==> src/rtl/midi_tx_fifo.sv <==
// Buffered MIDI 8N1 transmitter: a byte FIFO feeds a start/data/stop serialiser,
// with optional running-status suppression of repeated channel status bytes.
module midi_tx_fifo #(
  parameter int CLK_FREQ       = 25000000,
  parameter int BAUD           = 31250,
  parameter int BIT_CLKS       = CLK_FREQ / BAUD,
  parameter int DEPTH          = 16,
  parameter int RUNNING_STATUS = 1
) (
  input  logic                     clk,
  input  logic                     reset,
  input  logic                     midi_send_byte,
  input  logic [7:0]               midi_out_data,
  output logic                     midi_out_ready,
  output logic                     midi_txd,
  output logic                     tx_busy,
  output logic [$clog2(DEPTH):0]   fifo_count,
  output logic                     overflow
);

  localparam int AW = $clog2(DEPTH);
  localparam int CW = AW + 1;
  localparam int BW = $clog2(BIT_CLKS);
  localparam logic [BW-1:0] BIT_LAST = BW'(BIT_CLKS - 1);
  localparam logic [CW-1:0] FULL_CNT = CW'(DEPTH);
  localparam bit RS_EN = (RUNNING_STATUS != 0);

  typedef enum logic [1:0] {IDLE, START, DATA, STOP} state_t;

  state_t        state_q, state_d;
  logic [BW-1:0] bit_cnt_q, bit_cnt_d;
  logic [2:0]    bit_idx_q, bit_idx_d;
  logic [7:0]    shift_q, shift_d;
  logic          txd_q, txd_d;
  logic          busy_q, busy_d;
  logic [AW-1:0] wr_ptr_q, wr_ptr_d;
  logic [AW-1:0] rd_ptr_q, rd_ptr_d;
  logic [CW-1:0] count_q, count_d;
  logic          ready_q, ready_d;
  logic          overflow_q, overflow_d;
  logic [7:0]    last_status_q, last_status_d;
  logic          last_valid_q, last_valid_d;

  logic [7:0] mem [DEPTH];
  logic [7:0] head;
  logic       accept;
  logic       pop;
  logic       load;
  logic       bit_end;
  logic       fifo_nonempty;
  logic       head_is_chan;
  logic       head_is_common;
  logic       head_sendable;

  assign accept         = midi_send_byte & ready_q;
  assign head           = mem[rd_ptr_q];
  assign fifo_nonempty  = (count_q != '0);
  assign bit_end        = (bit_cnt_q == BIT_LAST);
  assign head_is_chan   = (head >= 8'h80) && (head <= 8'hEF);
  assign head_is_common = (head >= 8'hF0) && (head <= 8'hF7);
  // A channel status byte equal to the one last sent is redundant on the wire.
  assign head_sendable  = !(RS_EN && head_is_chan && last_valid_q && (head == last_status_q));

  always_ff @(posedge clk) begin
    if (accept) begin
      mem[wr_ptr_q] <= midi_out_data;
    end
  end

  always_comb begin
    state_d       = state_q;
    bit_cnt_d     = bit_cnt_q;
    bit_idx_d     = bit_idx_q;
    shift_d       = shift_q;
    txd_d         = txd_q;
    busy_d        = busy_q;
    last_status_d = last_status_q;
    last_valid_d  = last_valid_q;
    pop           = 1'b0;
    load          = 1'b0;

    case (state_q)
      IDLE: begin
        txd_d  = 1'b1;
        busy_d = 1'b0;
        if (fifo_nonempty) begin
          pop  = 1'b1;
          load = head_sendable;
        end
      end
      START: begin
        if (bit_end) begin
          state_d   = DATA;
          bit_cnt_d = '0;
          bit_idx_d = 3'd0;
          txd_d     = shift_q[0];
        end else begin
          bit_cnt_d = bit_cnt_q + 1'b1;
        end
      end
      DATA: begin
        if (bit_end) begin
          bit_cnt_d = '0;
          if (bit_idx_q == 3'd7) begin
            state_d = STOP;
            txd_d   = 1'b1;
          end else begin
            bit_idx_d = bit_idx_q + 3'd1;
            shift_d   = {1'b0, shift_q[7:1]};
            txd_d     = shift_q[1];
          end
        end else begin
          bit_cnt_d = bit_cnt_q + 1'b1;
        end
      end
      STOP: begin
        if (bit_end) begin
          // A dropped head is left for IDLE so it costs exactly one idle cycle.
          if (fifo_nonempty && head_sendable) begin
            pop  = 1'b1;
            load = 1'b1;
          end else begin
            state_d = IDLE;
            busy_d  = 1'b0;
            txd_d   = 1'b1;
          end
        end else begin
          bit_cnt_d = bit_cnt_q + 1'b1;
        end
      end
      default: begin
        state_d = IDLE;
        txd_d   = 1'b1;
        busy_d  = 1'b0;
      end
    endcase

    if (load) begin
      state_d   = START;
      bit_cnt_d = '0;
      bit_idx_d = 3'd0;
      shift_d   = head;
      txd_d     = 1'b0;
      busy_d    = 1'b1;
      if (head_is_chan) begin
        last_status_d = head;
        last_valid_d  = 1'b1;
      end else if (head_is_common) begin
        last_valid_d = 1'b0;
      end
    end
  end

  always_comb begin
    wr_ptr_d   = wr_ptr_q + AW'(accept);
    rd_ptr_d   = rd_ptr_q + AW'(pop);
    count_d    = count_q + CW'(accept) - CW'(pop);
    ready_d    = (count_d != FULL_CNT);
    overflow_d = overflow_q | (midi_send_byte & ~ready_q);
  end

  always_ff @(posedge clk) begin
    if (reset) begin
      state_q       <= IDLE;
      bit_cnt_q     <= '0;
      bit_idx_q     <= 3'd0;
      shift_q       <= 8'h00;
      txd_q         <= 1'b1;
      busy_q        <= 1'b0;
      wr_ptr_q      <= '0;
      rd_ptr_q      <= '0;
      count_q       <= '0;
      ready_q       <= 1'b1;
      overflow_q    <= 1'b0;
      last_status_q <= 8'h00;
      last_valid_q  <= 1'b0;
    end else begin
      state_q       <= state_d;
      bit_cnt_q     <= bit_cnt_d;
      bit_idx_q     <= bit_idx_d;
      shift_q       <= shift_d;
      txd_q         <= txd_d;
      busy_q        <= busy_d;
      wr_ptr_q      <= wr_ptr_d;
      rd_ptr_q      <= rd_ptr_d;
      count_q       <= count_d;
      ready_q       <= ready_d;
      overflow_q    <= overflow_d;
      last_status_q <= last_status_d;
      last_valid_q  <= last_valid_d;
    end
  end

  assign midi_out_ready = ready_q;
  assign midi_txd       = txd_q;
  assign tx_busy        = busy_q;
  assign fifo_count     = count_q;
  assign overflow       = overflow_q;

endmodule

==> config.mk <==
export PLATFORM = sky130hd
export DESIGN_NAME = midi_tx_fifo
export DESIGN_NICKNAME = d
export VERILOG_FILES = /design/src/rtl/midi_tx_fifo.sv
export SDC_FILE = /design/constraint.sdc
export NUM_CORES = 1
export LEC_CHECK = 0
export CAP_MARGIN = 20
export CORE_MARGIN = 5
export CORE_UTILIZATION = 50
export CTS_BUF_LIST = sky130_fd_sc_hd__clkbuf_8
export DETAILED_ROUTE_END_ITERATION = 10
export PLACE_DENSITY = 0.67
export SYNTH_ARGS = -nofsm -noshare
export SYNTH_HDL_FRONTEND = slang
export SYNTH_SLANG_ARGS = --single-unit
==> constraint.sdc <==
create_clock -name clk -period 6.3 [get_ports clk]
set_input_delay 0.945 -clock clk [delete_from_list [all_inputs] [get_ports clk]]
set_output_delay 0.945 -clock clk [all_outputs]
set_load 0.1 [all_outputs]
---- Word-level counts from Yosys, hierarchy flattened ----
Memories as Yosys holds them, arrays and structs flattened. A register that Yosys moved wholly into a read port is not among the register bits.
Index checks and enable logic that the tools add are counted.
cells by class
  add/sub/neg operators ................... 6
  multipliers ............................. 0
  div/mod/pow operators ................... 0
  magnitude comparators ................... 4
  equal/unequal tests ..................... 20
  shift-type cells ........................ 0
  mux-type cells .......................... 40
  bitwise operators ....................... 4
  reductions and logical operators ........ 27
operators with widths
  operator                                                         count
  8-bit two-way mux                                                4
  10-bit two-way mux                                               2
  10-bit case mux with 2 select lines                              1
  1-bit two-way mux                                                18
  8-bit greater-or-equal comparator, second input constant         2
  8-bit <= comparator, second input constant                       2
  2-bit != test, second input constant                             8
  3-bit != test, second input constant                             5
  6-bit AND reduction                                              2
  10-bit by 1-bit adder with 10-bit output, second input constant  1
  10-bit == test, second input constant                            1
  2-bit two-way mux                                                5
  2-bit nonzero test                                               5
  3-bit two-way mux                                                3
  4-bit by 1-bit adder with 4-bit output                           2
  8-bit == test                                                    1
  4-bit AND reduction                                              2
  1-bit case mux with 2 select lines                               3
  2-bit case mux with 3 select lines                               1
  3-bit case mux with 2 select lines                               1
  2-bit AND reduction                                              3
  3-bit AND reduction                                              2
  3-bit nonzero test                                               2
  5-bit by 1-bit adder with 5-bit output                           1
  17 further kinds                                                 24
word-level totals
  register bits ........................... 49
  bits in latches ......................... 0
  RAM bits ................................ 128
  bits in read-only memories .............. 0
  word-level logic and storage cells ...... 116
  memories ................................ 1
memory list
  name  depth  width  rd ports  clocked after Yosys merged registers in  write ports  line  text
  mem   16     8      1         1                                        1            44    logic [7:0] mem [DEPTH];

---- Longest topological paths before layout ----
  depth in word-level cells ............... 11
  mapped depth ............................ 20
  mapped depth without buffers ............ 17

---- Least setup slack after synthesis ----
OpenSTA, ideal clock, no wires.
  path kind ............................... reg2reg
  from .................................... register, netlist name rd_ptr_q[0]
  to ...................................... register ready_q, in the netlist midi_out_ready
  data arrival time ....................... 4.130 ns
  data required time ...................... 6.168 ns
  slack ................................... 2.038 ns
  stages on the path, launching flop included .. 21
  cells stage by stage .................... dfxtp_1 > buf_4 > buf_6 > mux4_2 > mux2i_1 > xnor2_1 > nand2_1 > a2111oi_4 > nand3_2 > buf_2 > nor2_1 > nor2_1 > ha_1 > inv_1 > ha_1 > fa_1 > a21oi_1 > nor2_1 > or3_1 > a21oi_1 > nand4_1
RTL lines
  item                  line  text
  to (signal assigned)  187   ready_q <= ready_d;
  to (decl)             39    logic ready_q, ready_d;

==> metrics.txt <==
status=complete, no violations; startpoint types=flip-flop; Antenna Nets Post-Route=0; Area Growth Syn to Fin=9.73%; period utilization=0.820; R2R depth=18; std cell rows=46; Setup crit end kind=flip-flop; Final Hold Fails=0; FILL cells=approximately 1,300; most frequent cells after synthesis=edfxtp_1 (128), nor2_1 (55), dfxtp_1 (49), mux2i_1 (28), mux4_2 (28); hold-fix buffers at CTS=0; Worst-Skew Late Latency=0.46 ns; grt met1 use=0.240; first-pass detailed-route iteration total=5; met3 usage=0.0459; reg2reg end=midi_out_ready$_SDFF_PP1_; Hold Path Sink=tx_busy$_SDFFE_PP0P_; Starting Density=0.506; GR Util All Layers=0.185; slowest stage delay, CP=a little over 0.9 ns; RSZ-0062 raised after global routing=no; R2R Setup Slk=1.13 ns; Final HPWL DP=between 10,000 and 15,000 um; cell family with most CP delay=simple AND/OR/NAND/NOR gates; syn avg cell area=14.1 sq um; Ys Warns=0; H-tree depth=4; Syn Nets=597; cell count after synthesis=566; Root Driver=clkbuf_8; multi-input combinational cell area=2910 sq um; worst r2r src=rd_ptr_q[0]$_SDFF_PP0_; Most Used Layer, Global Route=met2; initial antenna violation count=0; first-pass GRT wire length=about 26,000 um; cts bufs inserted=17; Final Net Count=619; Synth Register Bits=177; CTS Buffer Depth=2; clk_skew=0.0147 ns; final setup vio count=0; DR DRC count=0; share of layout cells above drive strength 1=0.168; vias per inst=between 5 and 6; EDFF count, synth=128; CP bufs+invs=2; share of the synthesized area in the top cell type=0.482; cell taking the most area after synthesis=edfxtp_1; Placed Area=8360 sq um; most used flip-flop cell after synthesis=edfxtp_1; Sink Count=177; Iteration-0 DRC Markers=291; per-cell routed wire length=between 15 and 20 um; CTS clock-pin slew for the worst setup and hold paths=0.09 ns; Placer Congestion=~0.86; cell area after layout=8750 sq um; Crit Path Max Fanout=19; most common cell in the netlist=edfxtp_1; remaining global-route overflow=0; Die Ht=136 um; CP Cell Sequence=buf_4, mux4_2, a22oi_1, o21ai_1, xor2_1, nor3_2, nand3_2, nor2_1, nor2_1, ha_1, inv_1, ha_1, fa_1, a21oi_1, nor2_1, or3_1, a21oi_1, nand4_1; worst hold path depth=2; Hold Startpoint=tx_busy$_SDFFE_PP0P_; final wirelength=16,100 um; FMAX=0.193 GHz; CTS tree=built; Worst Max-Slew Pin Slew=1.12 ns; Final min period=5.17 ns; Critical Path RT=6.63 ns; Max-cap violations=0; die area=18,600 sq um; pin count of the biggest net entering global routing=40; via count=about 4,700; cts repair resizes=0; Async SR Flop Fraction=0; most frequent CP cell=nor2_1; Std-Cell Core Area=15,800 sq um; Post-CTS Setup Repair Bufs=0; Max VDD drop=212 uV; antenna cells=0; IO Port Bufs=19; setup TNS=0 ns; main area contributors after synthesis=edfxtp_1 (48%), dfxtp_1 (12%), mux4_2 (7.9%); final core utilization=0.555; kind of critical path=flip-flop to flip-flop; vias in the first global route=4,687; CP Data Arrival Time=about 5.5 ns; Seq/Total Area, Yosys=0.605; P_leak=2.87 nW; Die W=around 140 um; Synth Cell Area=7980 sq um; Max Slew Vio Count=0; total power=3.48 mW; Synth cell types=70; CP max-delay cell=dfxtp_1; slew margin rel.=0.248; power density over cell area=398 nW/um^2; IO Pins=20; Min-Delay Path Class=flip-flop to flip-flop; GRT met2 Usage=0.309; register area=4830 sq um
## sequential cells by signal, indices dropped and copies added (netlist names)
signal          flops
midi_out_ready      1
fifo_count          5
shift_q             8
state_q             2
tx_busy             1
bit_cnt_q          10
midi_txd            1
overflow            1
last_status_q       8
mem               128
bit_idx_q           3
last_valid_q        1
wr_ptr_q            4
rd_ptr_q            4
## cell type report
type                    count  area share
clock buffers              17      0.0267
clock inverters            15      0.0182
inverters                  14     0.00601
multi-input cells         345       0.332
flip-flops and latches    177       0.551
well taps                 216      0.0309
repair buffers             33      0.0346
## worst max-delay path by stage
stage,to,slack [ns],startpoint,depth (start not counted)
after floorplan,midi_out_ready$_SDFF_PP1_,2.04,rd_ptr_q[0]$_SDFF_PP0_,20
after global placement,midi_out_ready$_SDFF_PP1_,1.27,rd_ptr_q[0]$_SDFF_PP0_,18
after detailed placement,midi_out_ready$_SDFF_PP1_,1.12,rd_ptr_q[0]$_SDFF_PP0_,18
after CTS,midi_out_ready$_SDFF_PP1_,1.10,rd_ptr_q[0]$_SDFF_PP0_,18
after global routing,midi_out_ready$_SDFF_PP1_,0.65,rd_ptr_q[0]$_SDFF_PP0_,18
final,midi_out_ready$_SDFF_PP1_,1.13,rd_ptr_q[0]$_SDFF_PP0_,18
## tightest hold or removal path: stages, from the launching register on
cell and delay, ns:
dfxtp_1 0.32, nand2_1 0.05, a21oi_1 0.05
## logic make-up (layout without fill, tap and decap cells)
| family | after synthesis | in the layout | share of synthesized area |
|---|---|---|---|
| flops | 177 | 177 | 0.605 |
| simple gates | 148 | 148 | 0.0938 |
| compound gates | 92 | 92 | 0.0871 |
| mux | 66 | 66 | 0.129 |
| buf+inv | 44 | 79 | 0.0318 |
| fa+ha+maj | 20 | 20 | 0.0323 |
| xor+xnor | 19 | 19 | 0.0209 |
## placed cells by master (no fill, tap or decap), drive strengths merged, types with 4 or more instances in the layout
cell type	Yosys	final
a211oi	20	20
a21oi	19	19
a31oi	8	8
buf	18	14
clkbuf	12	17
clkdlybuf4s50	0	19
clkinv	0	4
dfxtp	49	49
edfxtp	128	128
ha	19	19
inv	14	21
mux2	9	9
mux2i	29	29
mux4	28	28
nand2	20	20
nand2b	6	6
nand3	7	7
nand4	6	6
nor2	55	55
nor2b	14	14
nor3	16	16
nor4	4	4
o21ai	7	7
o31ai	4	4
or3	6	6
xnor2	8	8
xor2	11	11
## routing by layer
| layer | part of all wire | up-vias |
|---|---|---|
| met5 | 0 | - |
| met4 | 0.013 | 0 |
| met3 | 0.049 | 19 |
| met2 | 0.51 | 105 |
| met1 | 0.43 | 2344 |
| li1 | - | 2233 |
## metrics by stage
step	hold slack, ns	setup WS [ns]	instances
final	0.459	1.13	817
after global routing	0.479	0.646	817
after floorplan	0.455	2.04	566
after CTS	0.463	1.10	817
after global placement	0.446	1.27	783
after detailed placement	0.451	1.12	785
## power breakdown
group	total [mW]	switching, mW	internal, mW	leakage, nW
Clock	0.770	0.413	0.358	0.203
Combinational	1.24	0.747	0.489	1.11
Sequential	1.48	0.115	1.36	1.56
Total	3.48	1.27	2.21	2.87
Power figures use the tool's default switching activity.
